`src/rtl/sprite_blitter.sv`:
```
// Sprite blitter: walks a SPRITE_W x SPRITE_H sprite ROM and emits clipped,
// color-keyed framebuffer writes through a single stallable output stage.
module sprite_blitter #(
    parameter int          SPRITE_W    = 20,
    parameter int          SPRITE_H    = 20,
    parameter logic [11:0] TRANSPARENT = 12'h808,
    parameter int          SCREEN_W    = 640,
    parameter int          SCREEN_H    = 480
) (
    input  logic        Clk,
    input  logic        Reset,
    input  logic        start,
    input  logic [9:0]  pos_x,
    input  logic [9:0]  pos_y,
    input  logic        flip_x,
    output logic [8:0]  rom_addr,
    input  logic [11:0] rom_color,
    output logic [9:0]  fb_x,
    output logic [9:0]  fb_y,
    output logic [11:0] fb_color,
    output logic        fb_we,
    input  logic        fb_ready,
    output logic        busy,
    output logic        done
);
    localparam int CW = (SPRITE_W > 1) ? $clog2(SPRITE_W) : 1;
    localparam int RW = (SPRITE_H > 1) ? $clog2(SPRITE_H) : 1;
    localparam logic [10:0] SCR_W = 11'(SCREEN_W);
    localparam logic [10:0] SCR_H = 11'(SCREEN_H);
    localparam logic [CW-1:0] COL_LAST = CW'(SPRITE_W - 1);
    localparam logic [RW-1:0] ROW_LAST = RW'(SPRITE_H - 1);

    typedef enum logic [1:0] {IDLE, RUN, DRAIN, DONE} state_t;

    state_t        state;
    logic [CW-1:0] col;
    logic [RW-1:0] row;
    logic [9:0]    px, py;
    logic          flip;

    logic          stall, last_col, last_pix, pix_we;
    logic [CW-1:0] nxt_col;
    logic [RW-1:0] nxt_row;
    logic [10:0]   sx, sy;

    function automatic logic [8:0] addr_of(input logic [RW-1:0] r,
                                           input logic [CW-1:0] c,
                                           input logic f);
        return 9'(16'(r) * 16'(SPRITE_W) +
                  (f ? (16'(SPRITE_W - 1) - 16'(c)) : 16'(c)));
    endfunction

    // Sums are one bit wider than the screen so off-screen pixels clip instead of wrapping.
    always_comb begin
        stall    = fb_we & ~fb_ready;
        last_col = (col == COL_LAST);
        last_pix = last_col && (row == ROW_LAST);
        nxt_col  = last_col ? '0 : col + CW'(1);
        nxt_row  = last_col ? row + RW'(1) : row;
        sx       = {1'b0, px} + 11'(col);
        sy       = {1'b0, py} + 11'(row);
        pix_we   = (rom_color != TRANSPARENT) && (sx < SCR_W) && (sy < SCR_H);
    end

    always_ff @(posedge Clk) begin
        if (Reset) begin
            state    <= IDLE;
            col      <= '0;
            row      <= '0;
            px       <= '0;
            py       <= '0;
            flip     <= 1'b0;
            rom_addr <= '0;
            fb_x     <= '0;
            fb_y     <= '0;
            fb_color <= '0;
            fb_we    <= 1'b0;
            busy     <= 1'b0;
            done     <= 1'b0;
        end else begin
            case (state)
                IDLE: begin
                    if (start) begin
                        px       <= pos_x;
                        py       <= pos_y;
                        flip     <= flip_x;
                        col      <= '0;
                        row      <= '0;
                        rom_addr <= addr_of('0, '0, flip_x);
                        busy     <= 1'b1;
                        state    <= RUN;
                    end
                end
                RUN: begin
                    if (!stall) begin
                        fb_x     <= sx[9:0];
                        fb_y     <= sy[9:0];
                        fb_color <= rom_color;
                        fb_we    <= pix_we;
                        if (last_pix) begin
                            state <= DRAIN;
                        end else begin
                            col      <= nxt_col;
                            row      <= nxt_row;
                            rom_addr <= addr_of(nxt_row, nxt_col, flip);
                        end
                    end
                end
                DRAIN: begin
                    // Wait for the final pixel in the output stage to retire.
                    if (!stall) begin
                        fb_we <= 1'b0;
                        busy  <= 1'b0;
                        done  <= 1'b1;
                        col   <= '0;
                        row   <= '0;
                        state <= DONE;
                    end
                end
                DONE: begin
                    done  <= 1'b0;
                    state <= IDLE;
                end
                default: state <= IDLE;
            endcase
        end
    end
endmodule

```
`config.mk`:
```
export PLATFORM = sky130hd
export DESIGN_NAME = sprite_blitter
export DESIGN_NICKNAME = d
export VERILOG_FILES = /design/src/rtl/sprite_blitter.sv
export SDC_FILE = /design/constraint.sdc
export NUM_CORES = 1
export LEC_CHECK = 0
export BUFFER_PORTS_ARGS = -buffer_cell sky130_fd_sc_hd__buf_4
export CAP_MARGIN = 10
export CORE_MARGIN = 8
export CORE_UTILIZATION = 50
export CTS_BUF_LIST = sky130_fd_sc_hd__clkbuf_4
export DETAILED_ROUTE_END_ITERATION = 10
export PLACE_DENSITY = 0.73
export SKIP_LAST_GASP = 1
export SYNTH_ARGS = -nofsm -noshare
export SYNTH_HDL_FRONTEND = slang
export SYNTH_SLANG_ARGS = --single-unit
```
`constraint.sdc`:
```
create_clock -name Clk -period 8.2 [get_ports Clk]
set_clock_uncertainty 0.1 [all_clocks]
set_input_delay 1.64 -clock Clk [delete_from_list [all_inputs] [get_ports Clk]]
set_output_delay 1.64 -clock Clk [all_outputs]
set_load 0.005 [all_outputs]
```
== Word level (Yosys, flattened, before mapping) ==
Index checks and enable logic that the tools add are counted.
Storage, ports and cells
  register bits: 77
  latch bits: 0
  RAM bits: 0
  ROM bits: 0
  input port bits: 37
  memories: 0
Cells by class
  add/sub/neg operators: 6
  multiply operators: 1
  div/mod/pow operators: 0
  order comparisons: 2
  eq/ne operators: 11
  shift-type cells: 0
  muxes and demuxes: 28
  bitwise logic cells: 3
  reduce and logical (&&, ||, !) cells: 17
Operators by type and width (number)
  two-way mux 5 bit: 9
  two-way mux 9 bit: 4
  one-hot mux 5 bit (3 select lines): 2
  adder 10 x 5 -> 11 bit: 2
  one-hot mux 9 bit (2 select lines): 1
  != test 12 bit, second input constant: 1
  < comparator 11 x 10 -> 1 bit, second input constant: 1
  < comparator 11 x 9 -> 1 bit, second input constant: 1
  adder 5 x 1 -> 5 bit, second input constant: 2
  == test 5 bit, second input constant: 2
  != test 2 bit, second input constant: 5
  adder 9 bit: 1
  two-way mux 2 bit: 4
  one-hot mux 2 bit (4 select lines): 1
  AND reduction 4 bit: 2
  nonzero test 2 bit: 4
  multiplier 5 x 3 -> 7 bit, second input constant: 1
  one-hot mux 1 bit (2 select lines): 3
  AND reduction 2 bit: 3
  AND reduction 3 bit: 2
  subtractor 5 x 5 -> 6 bit, first input constant: 1
  AND reduction 5 bit: 1
  == test 2 bit, second input constant: 2
  two-way mux 1 bit: 4
  6 further kinds: 9

== Depth between registers and ports, before layout ==
  depth in word-level cells: 8
  gate-level depth with buffers: 14
  depth with buffers taken out: 13

== Worst setup path before layout ==
OpenSTA, ideal clock, no wires.
  path type: reg2reg
  start: register col[1]
  end: register rom_addr[8]
  setup time: 69 ps
  arrival: 3385 ps
  setup slack: 4646 ps
  cell stages (with the launch flop): 14
  buffers on the path: 1
  clock period less this slack: 3554 ps
  cells stage by stage: dfxtp_1 ha_1 nor4bb_2 buf_6 mux2_2 ha_1 ha_1 fa_1 ha_1 o21ai_0 o21bai_1 a21oi_1 xnor3_1 o21ai_1
On the way
  longest elaborated chain between the ends: 8
  elaborated cells on any way between the ends: 14
RTL lines
  start, declared: line 36  | logic [CW-1:0] col;
  start signal, assigned: line 103  | col <= nxt_col;
  branches (longest 8 deep; another with adder 9 bit)
  end signal, assigned: line 89  | rom_addr <= addr_of('0, '0, flip_x);
  end signal, assigned: line 105  | rom_addr <= addr_of(nxt_row, nxt_col, flip);
  end, declared: line 16  | output logic [8:0] rom_addr,
Parallel ways; which one is timed is not known. The select of a mux whose other input is x is not followed.
A chain may end at the register's enable or synchronous reset.

== Final worst setup path ==
Ends and elaborated chain as after synthesis.

==> results.md <==
- Status: finished, final reports clean
- HP Class: flip-flop to flip-flop
- FMAX: between 0.2 and 0.25 GHz
- Worst setup endpoint: rom_addr[8]
- Clk slew on worst S/H paths: about 140 ps
- Final wirelength: between 10,000 and 15,000 µm
- Clk Latency, worst-skew pair: 440 ps
- Share of layout cells above drive strength 1: 0.197
- Postcts setup bufs: 0
- Top cells by area, synth: dfxtp_1, nand2_1, ha_1, a21oi_1, xnor2_1
- Yosys synthesis warning count: 0
- Post-synth EDFFs: 0
- Via count: 3,709
- Relative slew slack: 0.282
- Max clock buf depth: 2
- Mapped cell area: 4180 µm²
- Critical path type: flip-flop to flip-flop
- Post-cts sizing count: 0
- CP arrival: between 4000 and 5000 ps
- Row count: 33
- Yosys reg bits: between 70 and 80
- Final setup viols: 0
- Async SR Flop Fraction: 0
- Worst EP required: 8480 ps
- Die W: between 100 and 150 µm
- TritonRoute pass-1 iters: 4
- TritonCTS Buffers: 9
- Ant diodes: 0
- Synth area leader: dfxtp_1
- CTS Hold Buffers Added: 0
- Post-layout utilization of the core: 0.605
- Multi-input gate area: 2480 µm²
- RSZ-0062 raised after global routing: false
- Switching share of power: 0.395
- Max_cap viols: 0
- Post-DP HPWL: about 7400 µm
- Tot GR Track Use: 0.181
- Vias per std cell: 5.51
- Placed cells: about 660
- Slew @ Worst Pin: ~1100 ps
- Core area: approximately 8200 µm²
- Remaining DRCs: 0
- Initial antenna violation count: 0
- Final Slew Violations: 0
- Fin crit period: about 4400 ps
- Min-delay src: fb_y[4]
- Number of global-route vias before repair: approximately 3,600
- Worst Setup SP: col[1]
- Gpl congestion: around 0.87
- Synth Area per Inst: roughly 8.4 µm²
- Total grt overflow: 0
- Clock power frac: 0.199
- Internal power: 0.764 mW
- Instance count of the mapped netlist: about 500
- Reg2Reg Capture Point: rom_addr[8]
- Fill count: about 760
- Routed len/inst: 15.1 µm
- Die height: approximately 110 µm
- Synth Flop Type: dfxtp_1
- Synth top area share: 0.369
- Sequential element share of the synthesized area: 0.369
- Max rail drop VDD: 0.000130 V
- CTS root buffer: clkbuf_4
- Worst reg-to-reg setup slack: between 3000 and 4000 ps
- Fin crit share: 0.541
- Largest net degree at the start of global routing: 82
- Seq pwr share: 0.411
- Worst Reg-to-Reg Cells: 13
- Kind of end point of the critical path: flip-flop
- Pwr per Cell Area: approximately 260 nW/µm²
- Clock sinks: 77
- Leakage power: roughly 2.2 nW
- Antenna viol nets, final: 0
- Register area: approximately 1500 µm²
- Net Switching: 0.498 mW
- Fin nets: 633
- Endpoints failing hold: 0
- Combinational share of power: 0.390
- Number of DRC markers in iteration 0: approximately 180
- Total die area: roughly 12,000 µm²
- Initial cell density of the core: 0.511
- Worst Setup Start Kind: flip-flop
- Ports: around 80
- Area delta synth->final: 18.3%
- Crit path max fanout: 10
- Post-route insts no fill: between 600 and 700
- H-tree Lvls: 3
- Setup TNS: 0 ps
- Global-route wire length before repair: approximately 17,000 µm
- R2R Path Start: col[1]
- Netlist cell types: 58
- CTS tree: built
- Number of port buffers: 80
- Post-synth net total: ~570
==> power by group through the flow <==
stage	clock, mW	combinational, mW	sequential, mW
3_3_place_gp	0	0.487	0.522
5_1_grt	0.271	0.555	0.532
6_report	0.251	0.492	0.518
2_1_floorplan	0	0.329	0.516
4_1_cts	0.255	0.498	0.519
3_5_place_dp	0	0.497	0.527
==> layer usage <==
metal,vias up,global-route usage,wire length (µm)
met4,0,0.0714,117
li1,1885,-,-
met1,1719,0.230,4670
met3,14,0.0353,571
met2,91,0.293,4820
met5,-,0,0
==> synthesized netlist by cell type (4+ instances only) <==
master	count
a211o_1	6
a211oi_1	16
a21o_1	9
a21oi_1	64
a22oi_1	10
clkbuf_1	23
dfxtp_1	77
fa_1	4
ha_1	29
inv_1	9
nand2_1	102
nand3_1	6
nand4_1	6
nor2_1	33
nor2b_1	6
nor4_1	4
o21ai_0	10
o21bai_1	5
xnor2_1	17
xor2_1	5
==> registers in the layout, summed over array words and instances, names as in the netlist, 2 cells and up <==
signal / count
rom_addr: 9
state: 2
fb_color: 12
px: 10
row: 5
py: 10
fb_y: 10
col: 5
fb_x: 10
==> cells by family (layout without fill, tap and decap cells) <==
family,Yosys count,in the layout,synth area share
mux,4,4,0.0102
compound gates,136,136,0.207
simple gates,188,188,0.212
fa+ha+maj,33,33,0.106
xor+xnor,24,24,0.0581
flops,77,77,0.369
buf+inv,36,106,0.0377
==> cells in the final DEF (no fill, tap or decap), types with 3 or more instances in the layout <==
cell type and count:
a21oi_1 64, or3_1 3, nor3_1 3, xnor2_1 17
o21ai_0 10, nand2_1 102, a211o_1 6, a21o_1 9
o21bai_1 5, a211oi_1 16, nand4_1 6, nand3_1 6
nor2b_1 6, o211ai_1 3, dfxtp_1 77, nand3b_1 3
inv_1 9, a311oi_1 3, clkbuf_4 9, xor2_1 5
nor2_1 33, nor4_1 4, a22oi_1 10, ha_1 29
buf_4 81, fa_1 4
==> area by class of cell <==
class | instances | area share
Sequential cell | 77 | 0.312
Multi-Input combinational cell | 385 | 0.502
Clock buffer | 9 | 0.0137
Clock inverter | 7 | 0.0167
Inverter | 9 | 0.00683
Tap cell | 105 | 0.0266
Timing Repair Buffer | 81 | 0.123
==> through the flow <==
step | power, mW | setup WS [ps] | hold slack, ps | cell area (µm²)
CTS | 1.27 | 3750 | 364 | 4950
global route | 1.36 | 3380 | 379 | 4950
global placement | 1.01 | 3960 | 340 | 4800
finish | 1.26 | 3770 | 364 | 4950
floorplan | 0.845 | 4650 | 340 | 4180
detailed placement | 1.02 | 3800 | 345 | 4800
==> worst min-delay path by stage <==
stage / to / cells past startpoint
floorplan: px[0] / 2
global placement: rom_addr[4] / 2
detailed placement: fb_y[4] / 2
CTS: fb_y[4] / 2
global route: fb_y[3] / 2
finish: fb_y[4] / 2
==> worst max-delay path, stage by stage, from the launching register on <==
cell,delay [ps]
dfxtp_1,460
ha_1,260
nor4bb_2,880
nand4_1,210
xnor2_1,310
ha_1,300
ha_1,230
fa_1,440
ha_1,320
o21ai_0,110
o21bai_1,90
a21oi_1,200
xnor3_1,340
o21ai_1,130
Note: power is estimated with default switching activity, not from simulation.
